--- src/rtl/bus_uart_if.sv ---
// Device-side request/response bundle between the bus hub and the UART.
// Same-cycle request qualification; the response is a one-cycle done pulse carrying rdata.
interface bus_uart_if;
    logic [31:0] addr;
    logic [31:0] wdata;
    logic [3:0]  wmask;
    logic        wen;
    logic        ren;
    logic        active;
    logic [31:0] rdata;
    logic        done;

    modport master (
        output addr, wdata, wmask, wen, ren, active,
        input  rdata, done
    );

    modport slave (
        input  addr, wdata, wmask, wen, ren, active,
        output rdata, done
    );
endinterface

--- src/rtl/bus_uart.sv ---
// Memory-mapped 8N1 UART: bus request answered with done one cycle later, TX from a FIFO, RX into one holding register.
// A push to a full TX FIFO is dropped but still completes; a new RX byte overwrites an unread one.
module bus_uart_fifo #(
    parameter int DEPTH = 8,
    parameter int WIDTH = 8
) (
    input  logic                    clk,
    input  logic                    rst,
    input  logic                    push_vld,
    input  logic [WIDTH-1:0]        push_dat,
    input  logic                    pop_vld,
    output logic [WIDTH-1:0]        head_dat,
    output logic [$clog2(DEPTH):0]  count
);
    localparam int PW = $clog2(DEPTH);
    localparam logic [PW:0] DEPTH_C = (PW+1)'(DEPTH);

    logic [WIDTH-1:0] mem [DEPTH];
    logic [PW-1:0]    wr_ptr_q, rd_ptr_q;
    logic [PW:0]      count_q;
    logic             do_push, do_pop;

    // Fullness is judged on the count before any same-cycle pop.
    assign do_push  = push_vld && (count_q < DEPTH_C);
    assign do_pop   = pop_vld && (count_q != '0);
    assign head_dat = mem[rd_ptr_q];
    assign count    = count_q;

    always_ff @(posedge clk) begin
        if (do_push) mem[wr_ptr_q] <= push_dat;
    end

    always_ff @(posedge clk or negedge rst) begin
        if (!rst) begin
            wr_ptr_q <= '0;
            rd_ptr_q <= '0;
            count_q  <= '0;
        end else begin
            if (do_push) wr_ptr_q <= wr_ptr_q + 1'b1;
            if (do_pop)  rd_ptr_q <= rd_ptr_q + 1'b1;
            case ({do_push, do_pop})
                2'b10:   count_q <= count_q + 1'b1;
                2'b01:   count_q <= count_q - 1'b1;
                default: count_q <= count_q;
            endcase
        end
    end
endmodule

module bus_uart #(
    parameter int          TX_DEPTH  = 8,
    parameter logic [15:0] DIV_RESET = 16'd103
) (
    input  logic       clk,
    input  logic       rst,
    bus_uart_if.slave  bus,
    output logic       uart_tx,
    input  logic       uart_rx
);
    localparam int CW = $clog2(TX_DEPTH) + 1;
    localparam logic [CW-1:0] TX_DEPTH_C = CW'(TX_DEPTH);

    typedef enum logic {B_IDLE, B_RESP} bus_state_t;
    typedef enum logic [1:0] {U_IDLE, U_START, U_DATA, U_STOP} uart_state_t;

    bus_state_t  bus_state_q, bus_state_d;
    uart_state_t tx_state_q, tx_state_d, rx_state_q, rx_state_d;

    logic        accept, is_wr, is_rd, data_rd, stat_rd, tx_push, div_wr;
    logic [1:0]  sel;
    logic [31:0] rd_val, rdata_q;
    logic [15:0] div_q;

    logic [7:0]    fifo_head;
    logic [CW-1:0] fifo_count;
    logic          tx_pop, tx_full, tx_empty, tx_busy;
    logic [15:0]   tx_cnt_q, tx_cnt_d, tx_div_q, tx_div_d;
    logic [7:0]    tx_shift_q, tx_shift_d;
    logic [2:0]    tx_bit_q, tx_bit_d;
    logic          tx_line_q, tx_line_d;

    logic        rx_s1_q, rx_s2_q;
    logic [15:0] rx_cnt_q, rx_cnt_d, rx_div_q, rx_div_d;
    logic [7:0]  rx_shift_q, rx_shift_d, rx_byte_q;
    logic [2:0]  rx_bit_q, rx_bit_d;
    logic        rx_wait_q, rx_wait_d, rx_store, rx_ferr_set;
    logic        rx_valid_q, rx_overrun_q, frame_err_q;
    logic [16:0] rx_half;
    logic        unused_bits;

    assign unused_bits = ^{bus.addr[31:4], bus.addr[1:0], bus.wdata[31:16], bus.wmask[3:2], rx_half[16]};

    // Bus request FSM
    always_comb begin
        bus_state_d = bus_state_q;
        accept      = 1'b0;
        case (bus_state_q)
            B_IDLE: if (bus.active && (bus.ren || bus.wen)) begin
                accept      = 1'b1;
                bus_state_d = B_RESP;
            end
            B_RESP:  bus_state_d = B_IDLE;
            default: bus_state_d = B_IDLE;
        endcase
    end

    assign sel     = bus.addr[3:2];
    assign is_wr   = accept && bus.wen;
    assign is_rd   = accept && bus.ren && !bus.wen;
    assign data_rd = is_rd && (sel == 2'd0);
    assign stat_rd = is_rd && (sel == 2'd1);
    assign tx_push = is_wr && (sel == 2'd0) && bus.wmask[0];
    assign div_wr  = is_wr && (sel == 2'd2);

    assign tx_full  = (fifo_count == TX_DEPTH_C);
    assign tx_empty = (fifo_count == '0);
    assign tx_busy  = (tx_state_q != U_IDLE);

    always_comb begin
        case (sel)
            2'd0:    rd_val = {23'b0, rx_valid_q, rx_byte_q};
            2'd1:    rd_val = {26'b0, frame_err_q, tx_busy, rx_overrun_q, rx_valid_q, tx_empty, tx_full};
            2'd2:    rd_val = {16'b0, div_q};
            default: rd_val = '0;
        endcase
    end

    assign bus.done  = (bus_state_q == B_RESP);
    assign bus.rdata = rdata_q;
    assign uart_tx   = tx_line_q;

    bus_uart_fifo #(.DEPTH(TX_DEPTH), .WIDTH(8)) u_tx_fifo (
        .clk      (clk),
        .rst      (rst),
        .push_vld (tx_push),
        .push_dat (bus.wdata[7:0]),
        .pop_vld  (tx_pop),
        .head_dat (fifo_head),
        .count    (fifo_count)
    );

    // TX engine; the line is registered so the start bit appears the cycle after the pop.
    always_comb begin
        tx_state_d = tx_state_q;
        tx_cnt_d   = tx_cnt_q;
        tx_div_d   = tx_div_q;
        tx_shift_d = tx_shift_q;
        tx_bit_d   = tx_bit_q;
        tx_line_d  = tx_line_q;
        tx_pop     = 1'b0;
        case (tx_state_q)
            U_IDLE: if (!tx_empty) begin
                tx_pop     = 1'b1;
                tx_div_d   = div_q;
                tx_cnt_d   = div_q;
                tx_shift_d = fifo_head;
                tx_line_d  = 1'b0;
                tx_state_d = U_START;
            end
            U_START: if (tx_cnt_q == '0) begin
                tx_cnt_d   = tx_div_q;
                tx_bit_d   = 3'd0;
                tx_line_d  = tx_shift_q[0];
                tx_state_d = U_DATA;
            end else begin
                tx_cnt_d = tx_cnt_q - 16'd1;
            end
            U_DATA: if (tx_cnt_q == '0) begin
                tx_cnt_d = tx_div_q;
                if (tx_bit_q == 3'd7) begin
                    tx_line_d  = 1'b1;
                    tx_state_d = U_STOP;
                end else begin
                    tx_bit_d   = tx_bit_q + 3'd1;
                    tx_shift_d = {1'b0, tx_shift_q[7:1]};
                    tx_line_d  = tx_shift_q[1];
                end
            end else begin
                tx_cnt_d = tx_cnt_q - 16'd1;
            end
            U_STOP: if (tx_cnt_q == '0) begin
                // Chain straight into the next start bit when more data is queued.
                if (!tx_empty) begin
                    tx_pop     = 1'b1;
                    tx_div_d   = div_q;
                    tx_cnt_d   = div_q;
                    tx_shift_d = fifo_head;
                    tx_line_d  = 1'b0;
                    tx_state_d = U_START;
                end else begin
                    tx_state_d = U_IDLE;
                end
            end else begin
                tx_cnt_d = tx_cnt_q - 16'd1;
            end
            default: tx_state_d = U_IDLE;
        endcase
    end

    assign rx_half = ({1'b0, div_q} + 17'd1) >> 1;

    // RX engine; START waits half a bit so DATA samples land mid-bit.
    always_comb begin
        rx_state_d  = rx_state_q;
        rx_cnt_d    = rx_cnt_q;
        rx_div_d    = rx_div_q;
        rx_shift_d  = rx_shift_q;
        rx_bit_d    = rx_bit_q;
        rx_wait_d   = rx_wait_q;
        rx_store    = 1'b0;
        rx_ferr_set = 1'b0;
        case (rx_state_q)
            U_IDLE: if (!rx_s2_q) begin
                rx_div_d   = div_q;
                rx_cnt_d   = rx_half[15:0] - 16'd1;
                rx_state_d = U_START;
            end
            U_START: if (rx_cnt_q == '0) begin
                rx_cnt_d   = rx_div_q;
                rx_bit_d   = 3'd0;
                rx_state_d = rx_s2_q ? U_IDLE : U_DATA;
            end else begin
                rx_cnt_d = rx_cnt_q - 16'd1;
            end
            U_DATA: if (rx_cnt_q == '0) begin
                rx_shift_d = {rx_s2_q, rx_shift_q[7:1]};
                rx_cnt_d   = rx_div_q;
                if (rx_bit_q == 3'd7) rx_state_d = U_STOP;
                else                  rx_bit_d   = rx_bit_q + 3'd1;
            end else begin
                rx_cnt_d = rx_cnt_q - 16'd1;
            end
            U_STOP: if (rx_wait_q) begin
                if (rx_s2_q) begin
                    rx_wait_d  = 1'b0;
                    rx_state_d = U_IDLE;
                end
            end else if (rx_cnt_q == '0) begin
                if (rx_s2_q) begin
                    rx_store   = 1'b1;
                    rx_state_d = U_IDLE;
                end else begin
                    rx_ferr_set = 1'b1;
                    rx_wait_d   = 1'b1;
                end
            end else begin
                rx_cnt_d = rx_cnt_q - 16'd1;
            end
            default: rx_state_d = U_IDLE;
        endcase
    end

    always_ff @(posedge clk or negedge rst) begin
        if (!rst) begin
            bus_state_q  <= B_IDLE;
            rdata_q      <= '0;
            div_q        <= DIV_RESET;
            tx_state_q   <= U_IDLE;
            tx_cnt_q     <= '0;
            tx_div_q     <= '0;
            tx_shift_q   <= '0;
            tx_bit_q     <= '0;
            tx_line_q    <= 1'b1;
            rx_s1_q      <= 1'b1;
            rx_s2_q      <= 1'b1;
            rx_state_q   <= U_IDLE;
            rx_cnt_q     <= '0;
            rx_div_q     <= '0;
            rx_shift_q   <= '0;
            rx_bit_q     <= '0;
            rx_wait_q    <= 1'b0;
            rx_byte_q    <= '0;
            rx_valid_q   <= 1'b0;
            rx_overrun_q <= 1'b0;
            frame_err_q  <= 1'b0;
        end else begin
            bus_state_q <= bus_state_d;
            if (accept)                  rdata_q <= is_rd ? rd_val : 32'd0;
            else if (bus_state_q == B_RESP) rdata_q <= '0;
            if (div_wr && bus.wmask[0]) div_q[7:0]  <= bus.wdata[7:0];
            if (div_wr && bus.wmask[1]) div_q[15:8] <= bus.wdata[15:8];

            tx_state_q <= tx_state_d;
            tx_cnt_q   <= tx_cnt_d;
            tx_div_q   <= tx_div_d;
            tx_shift_q <= tx_shift_d;
            tx_bit_q   <= tx_bit_d;
            tx_line_q  <= tx_line_d;

            rx_s1_q    <= uart_rx;
            rx_s2_q    <= rx_s1_q;
            rx_state_q <= rx_state_d;
            rx_cnt_q   <= rx_cnt_d;
            rx_div_q   <= rx_div_d;
            rx_shift_q <= rx_shift_d;
            rx_bit_q   <= rx_bit_d;
            rx_wait_q  <= rx_wait_d;
            if (rx_store) rx_byte_q <= rx_shift_q;
            // New events win over same-cycle read-to-clear.
            rx_valid_q   <= rx_store || (rx_valid_q && !data_rd);
            rx_overrun_q <= (rx_store && rx_valid_q && !data_rd) || (rx_overrun_q && !stat_rd);
            frame_err_q  <= rx_ferr_set || (frame_err_q && !stat_rd);
        end
    end
endmodule

--- src/flat_wrapper.sv ---
// flat-port wrapper written by rule: the top's interface ports become plain ports
module bus_uart_flat 
#(
    parameter int          TX_DEPTH  = 8,
    parameter logic [15:0] DIV_RESET = 16'd103
)
  (clk, rst, uart_tx, uart_rx, bus_addr, bus_wdata, bus_wmask, bus_wen, bus_ren, bus_active, bus_rdata, bus_done);
  bus_uart_if bus_i ();
  input  logic clk;
  input  logic rst;
  output logic uart_tx;
  input  logic uart_rx;
  input wire logic [$bits(bus_i.addr)-1:0] bus_addr;
  input wire logic [$bits(bus_i.wdata)-1:0] bus_wdata;
  input wire logic [$bits(bus_i.wmask)-1:0] bus_wmask;
  input wire logic [$bits(bus_i.wen)-1:0] bus_wen;
  input wire logic [$bits(bus_i.ren)-1:0] bus_ren;
  input wire logic [$bits(bus_i.active)-1:0] bus_active;
  output wire logic [$bits(bus_i.rdata)-1:0] bus_rdata;
  output wire logic [$bits(bus_i.done)-1:0] bus_done;
  assign bus_i.addr = bus_addr;
  assign bus_i.wdata = bus_wdata;
  assign bus_i.wmask = bus_wmask;
  assign bus_i.wen = bus_wen;
  assign bus_i.ren = bus_ren;
  assign bus_i.active = bus_active;
  assign bus_rdata = bus_i.rdata;
  assign bus_done = bus_i.done;
  bus_uart #(.TX_DEPTH(TX_DEPTH), .DIV_RESET(DIV_RESET)) u_core (.clk(clk), .rst(rst), .bus(bus_i), .uart_tx(uart_tx), .uart_rx(uart_rx));
endmodule
--- config.mk ---
export PLATFORM = sky130hd
export DESIGN_NAME = bus_uart_flat
export DESIGN_NICKNAME = d
export VERILOG_FILES = /design/src/rtl/bus_uart_if.sv /design/src/rtl/bus_uart.sv /design/src/flat_wrapper.sv
export SDC_FILE = /design/constraint.sdc
export NUM_CORES = 1
export LEC_CHECK = 0
export ABC_AREA = 1
export CORE_ASPECT_RATIO = 0.8
export CORE_UTILIZATION = 40
export DETAILED_ROUTE_END_ITERATION = 8
export PLACE_DENSITY = 0.58
export SLEW_MARGIN = 20
export SYNTH_ARGS = -nofsm -noshare
export SYNTH_HDL_FRONTEND = slang
export SYNTH_HIERARCHICAL = 1
export SYNTH_SLANG_ARGS = --single-unit
--- constraint.sdc ---
create_clock -name clk -period 4.6 [get_ports clk]
set_input_delay 0.92 -clock clk [delete_from_list [all_inputs] [get_ports clk]]
set_output_delay 0.92 -clock clk [all_outputs]
set_load 0.01 [all_outputs]
==> results.yml, run 1 <==
routing:
  vias: 9382
  drc_errors: 0
  first_pass_iters: 5
  wl_per_cell_um: 15.6
  viasPerCell: 5.06
  drtAntennaViolNets: 0
  dr.first_iter.drc_count: 685
  drt_wl_total_um: 28900
yosys:
  synth_largest_area_cell: "dfrtp_1"
  yosysSeqAreaShare: 0.490
  synth-seq-cells: 212
  synthFlopType: "dfrtp_1"
  synthCells: 1431
  syn_area_per_cell_um2: 8.03
  synth_top_area_frac: 0.305
  ys_top_cells_by_area: "dfrtp_1, edfxtp_1, nand2_1"
  yosys_warnings: 6
  synthArstFlopShare: 0.698
  synth_cell_types: 55
  synth_edf_count: 64
  syn_area_um2: 11500
placed_design:
  dp_slack_ps: 865
  gp_congestion: 0.847
  dpl-instance-area_um2: 12200
  dp_hpwl_um: 20400
  placedCellCount: 1809
  portBuffers: 43
clock_tree:
  postCtsResizedCells: 0
  clk_pin_slew_worst_paths_ps: 60
  post_cts_buffers: 0
  cts_hold_buf: 0
  ctsHtreeMaxLevel: 1
  clock-sinks: 212
  cts.path.max_buffers: 3
  root_buffer: "clkbuf_16"
  cts_tree: "built"
  clk_latency_ps: 530
  cts_made_buffers: 24
cells_and_area:
  regArea_um2: 5640
  post_route_cells_drive_above_1_share: 0.0722
  multi_input_area_um2: 4980
  layout.nets: 1565
  final_common_cell: "nand2_1"
  final_cell_area_um2: 13000
  area_growth_syn_to_layout_pct: 13.1
  final_util: 0.460
  fill_cells: 2821
  mostFrequentLayoutCells: "nand2_1, inv_1, nor2_1, dfrtp_1, o21ai_0"
  n_antenna_cell: 0
  finalNonFillerCells: 1853
global_routing:
  grt_overflow: 0
  grt_pass1_wl_um: 46800
  antenna_found_initial: 0
  grt_use_total: 0.201
  grt_pass1_vias: 8541
  grt_start_max_net_pins: 149
pwr:
  p_leak_nw: 5.94
  ir_drop_uv: 299
  p_per_area_nw_per_um2: 631
worst_setup_path:
  path_max_fanout: 18
  worstSetupPathType: "reg -> reg"
  cp_data_required_time_ps: 5030
  crit_path_start_kind: "flop"
  end_kind: "flop"
  cp_data_arrival_time_ps: 3920
run_status:
  status: "finished clean"
floorplanning:
  rows: 55
  ios: 108
  die_w_um: 192
  start_util: 0.406
  core_area_um2: 28300
  die_y_um: 154
  dieArea_um2: 29400
sta:
  period_share: 0.760
  fin_skew_ps: 22.7
  hold_viol_final: 0
  timing.final.max_slew_violations: 0
  worst_slew_pin_slew_ps: 909
  fin_crit_ps: 3490
  grt_setup_unrepaired: "no"
  slew-limit-headroom: 0.393
  setup_ws_ps: 1110
  finalSetupTns_ps: 0
  fmax_mhz: 286
  setup_viol: 0
flow_run:
  drv_cap: 0
hold_path:
  hold_path_class: "reg -> reg"
==> critical path, stage by stage, from the launching register on <==
cell and delay (ps):
dfrtp_1 410, inv_1 150, ha_1 210, nand2_1 60, nor3_1 200, nand2_2 270
inv_1 200, nand2_1 90, a21boi_0 330, nand2_1 190, inv_1 190, ha_1 260
ha_1 280, or2_2 320, nand2_1 80, nand2_1 50, nand3_1 70, nand2_1 50
==> worst paths after layout <==
check	startpoint	slack [ps]	depth (start not counted)	endpoint
setup reg to reg	u_core/tx_cnt_q[0]$_DFF_PN0_	1110	17	u_core/u_tx_fifo/count[3]$_DFFE_PN0P_
hold / removal	u_core/rx_s1_q$_DFF_PN1_	370	0	u_core/rx_s2_q$_DFF_PN1_
min in group asynchronous	rst	470	2	u_core/tx_cnt_q[14]$_DFF_PN0_
setup / recovery	u_core/tx_cnt_q[0]$_DFF_PN0_	1110	17	u_core/u_tx_fifo/count[3]$_DFFE_PN0P_
hold reg to reg	u_core/rx_s1_q$_DFF_PN1_	370	0	u_core/rx_s2_q$_DFF_PN1_
max in group asynchronous	rst	3450	2	u_core/rx_bit_q[2]$_DFFE_PN0P_
==> through the flow <==
step / power (mW) / hold WS [ps]
floorplan: 5.39 / 345
global placement: 6.19 / 357
detailed placement: 6.26 / 358
CTS: 8.26 / 372
global route: 8.93 / 379
finish: 8.20 / 371
==> state kept, by name (all words and copies together), names as in the netlist, 4 cells and up, named ones only <==
register / count
u_core/div_q: 16
u_core/rx_div_q: 16
u_core/u_tx_fifo/mem: 64
u_core/u_tx_fifo/count: 4
u_core/rx_byte_q: 8
u_core/tx_shift_q: 8
u_core/tx_div_q: 16
u_core/rx_cnt_q: 16
u_core/rx_shift_q: 8
u_core/bus.rdata: 16
u_core/tx_cnt_q: 16
==> area by class of cell <==
class	instances	share of cell area
repair buffers	47	0.0365
well taps	370	0.0356
multi-input cells	1017	0.384
clock buffers	33	0.0535
clock inverters	11	0.00982
flip-flops and latches	212	0.434
inverters	163	0.0471
==> Yosys cell counts, types with 2 or more instances <==
cell type  count
inv_1        155
edfxtp_1      64
a31oi_1        8
mux2_2         2
nor2_4         5
nand3_2        2
nor3_1        11
nand2_2       12
nor2_2        14
buf_2          8
or2_2          4
buf_6          3
xnor2_1       10
a21boi_1       3
dfrtp_1      140
o22ai_1       11
clkinv_1       4
clkbuf_1      20
nor2_1       149
nor3_2         3
nand4_1       13
xor2_1        14
nand2_1      401
buf_4         21
a21oi_2        2
a32o_1         4
o211ai_1      12
nand3_1       84
a21oi_1       43
or2_0          2
dfstp_2        8
nand3b_1       3
o21ai_1        8
o31ai_1        3
o21ai_0      138
ha_1          25
inv_2          4
==> per-layer routing <==
layer	routed length (µm)	vias to the layer above	global-route usage
met5	0	-	0
met2	11500	260	0.272
met3	1910	35	0.0356
met4	497	0	0.0401
li1	-	4690	-
met1	15000	4397	0.327
==> power by group <==
part	leakage (nW)	internal (mW)	switching (mW)	total, mW
registers	2.39	2.42	0.480	2.90
clock network	0.408	1.18	0.784	1.96
logic	3.15	1.14	2.21	3.34
==> cells by family (layout without fill, tap and decap cells) <==
family | after synthesis | count (layout) | share of synthesized area
XOR/XNOR | 25 | 25 | 0.0197
buffers and inverters | 217 | 254 | 0.0809
other | 1 | 16 | 0.000326
multiplexers | 2 | 2 | 0.00196
adder cells (fa/ha/maj) | 26 | 26 | 0.0290
AND/OR/NAND/NOR | 709 | 709 | 0.263
AO/OA/AOI/OAI | 239 | 239 | 0.115
flip-flops | 212 | 212 | 0.490
(Power assumes the default switching activity.)
==> inputs of run 2 (changes only) <==
PLACE_DENSITY = 0.6   (was 0.58)
clock period = 3.09 ns   (was 4.6 ns; I/O delays follow)
==> run 2 against run 1 <==
Compared with the run above:
- via count rose by 1.7%
- first-iteration DRC count rose by 20%
- core utilization rose by 0.50 points
- clock-buffer cell count rose by 2
- worst setup slack got worse by 890 ps
- largest cell class unchanged
- final cell count rose by 1.3%
- final area rose by 1.1%
- non-clock buffer count rose by 27
==> results.yml, run 2 (same netlist as run 1, synthesis figures left out) <==
worst_setup_path:
  end_kind: "flop"
  r2r_cells: 17
  r2r-end: "u_core/u_tx_fifo/count[3]$_DFFE_PN0P_"
  crit_path_max_incr_delay_ps: 410
  crit_path_frequent_cell: "nand2_1"
  r2r_slack_ps: 220
  worstPathCellList: "inv_1 > ha_1 > nand2_1 > nor3_1 > nand2_2 > inv_1 > nand2_1 > a21boi_1 > nand2_1 > inv_1 > ha_1 > ha_1 > or2_2 > nand2_1 > nand2_1 > nand3_1 > nand2_1"
  crit_start: "u_core/tx_cnt_q[0]$_DFF_PN0_"
  cp_data_required_time_ps: 3510
  crit_path_start_kind: "flop"
  crit_buf_inv: 3
  path_max_fanout: 4
  worstSetupPathType: "reg -> reg"
  cp_slowest_cell: "dfrtp_1"
  cp_data_arrival_time_ps: 3290
  r2r_start: "u_core/tx_cnt_q[0]$_DFF_PN0_"
  cpLargestDelayFamily: "simple AND/OR/NAND/NOR gates"
floorplanning:
  ios: 108
  start_util: 0.406
  die_y_um: 154
  dieArea_um2: 29400
  core_area_um2: 28300
  rows: 55
  die_w_um: 192
sta:
  grt_setup_unrepaired: "no"
  worst_slew_pin_slew_ps: 897
  finalSetupTns_ps: 0
  fmax_mhz: 348
  fin_crit_ps: 2870
  hold_viol_final: 0
  fin_skew_ps: 12.5
  setup_viol: 0
  timing.final.max_slew_violations: 0
  holdWs_ps: 132
  period_share: 0.929
  slew-limit-headroom: 0.400
pwr:
  p_leak_nw: 6.04
  ir_drop_uv: 429
  p_per_area_nw_per_um2: 930
clock_tree:
  cts.path.max_buffers: 3
  post_cts_buffers: 0
  cts_made_buffers: 23
  clock-sinks: 212
  clk_pin_slew_worst_paths_ps: 70
  root_buffer: "clkbuf_16"
  cts_tree: "built"
  ctsHtreeMaxLevel: 1
  clk_latency_ps: 530
global_routing:
  grt_pass1_vias: 8818
  antenna_found_initial: 0
  grt_start_max_net_pins: 74
  grt_overflow: 0
  grt_use_total: 0.202
  grt_pass1_wl_um: 47600
cells_and_area:
  layout.nets: 1591
  final_cell_area_um2: 13100
  post_route_cells_drive_above_1_share: 0.0869
  area_growth_syn_to_layout_pct: 14.3
  largest_reg_flops: 64
  largest_register: "u_core/u_tx_fifo/mem"
  mostFrequentLayoutCells: "nand2_1, inv_1, nor2_1, dfrtp_1, o21ai_0"
  final_util: 0.465
  n_antenna_cell: 0
  final_common_cell: "nand2_1"
run_status:
  status: "finished clean"
routing:
  drt_wl_total_um: 29000
  vias: 9544
  dr.first_iter.drc_count: 821
  first_pass_iters: 5
  drc_errors: 0
  drtAntennaViolNets: 0
  wl_per_cell_um: 15.4
  viasPerCell: 5.08
placed_design:
  dp_hpwl_um: 20600
  portBuffers: 43
  gp_congestion: 0.882
  dpl-instance-area_um2: 12400
hold_path:
  hold_path_class: "in -> async"
flow_run:
  drv_cap: 0
==> run 2: how the worst max path moves through the flow <==
stage / endpoint / slack (ps) / cells past startpoint
finish: u_core/u_tx_fifo/count[3]$_DFFE_PN0P_ / 220 / 17
global route: u_core/u_tx_fifo/count[3]$_DFFE_PN0P_ / 20 / 17
CTS: u_core/u_tx_fifo/count[3]$_DFFE_PN0P_ / 170 / 17
detailed placement: u_core/u_tx_fifo/count[3]$_DFFE_PN0P_ / 70 / 17
global placement: u_core/u_tx_fifo/count[3]$_DFFE_PN0P_ / 70 / 17
floorplan: u_core/u_tx_fifo/count[3]$_DFFE_PN0P_ / 480 / 17
==> run 2: worst reg2reg max path, cell delays in order (launching register included) <==
cell	delay, ps
dfrtp_1	410
inv_1	90
ha_1	200
nand2_1	80
nor3_1	220
nand2_2	80
inv_1	110
nand2_1	90
a21boi_1	170
nand2_1	90
inv_1	160
ha_1	240
ha_1	270
or2_2	310
nand2_1	70
nand2_1	50
nand3_1	60
nand2_1	50
==> run 2: layout make-up <==
class                   count  area (µm²)
multi-input cells        1017        4980
well taps                 370         463
fillers                  2737       15100
repair buffers             74         677
flip-flops and latches    212        5640
clock buffers              35         686
inverters                 163         612
clock inverters             7        80.1
==> run 2: repair_timing <==
action | 4_1_cts | 5_1_grt
hold buffers | 0 | 0
gates resized for setup | 0 | 1
setup endpoints to repair | 0 | 2
==> run 2: where the power goes <==
group	internal [mW]	total, mW	leakage, nW	switching (mW)
logic	1.78	5.27	3.29	3.49
registers	3.60	4.15	2.39	0.553
clock network	1.63	2.79	0.374	1.16
==> run 2: per-layer routing <==
metal,track usage,up-vias,share of wire
li1,-,4740,-
met1,0.328,4523,0.52
met2,0.278,257,0.41
met3,0.0365,24,0.057
met4,0.0340,0,0.012
met5,0,-,0
==> run 2: stage by stage <==
stage          instances  power, mW  worst slack, ps
2_1_floorplan       1446       8.03              476
4_1_cts             1878       12.2              170
3_3_place_gp        1836       9.27             73.1
6_report            1878       12.2              220
3_5_place_dp        1836       9.39             67.3
5_1_grt             1878       13.3             21.8
==> inputs of run 3 (changes only) <==
SKIP_CTS_REPAIR_TIMING = 1   (was unset)
==> results of run 3 <==
Final layout, timing and power as in run 2 (identical DEF).
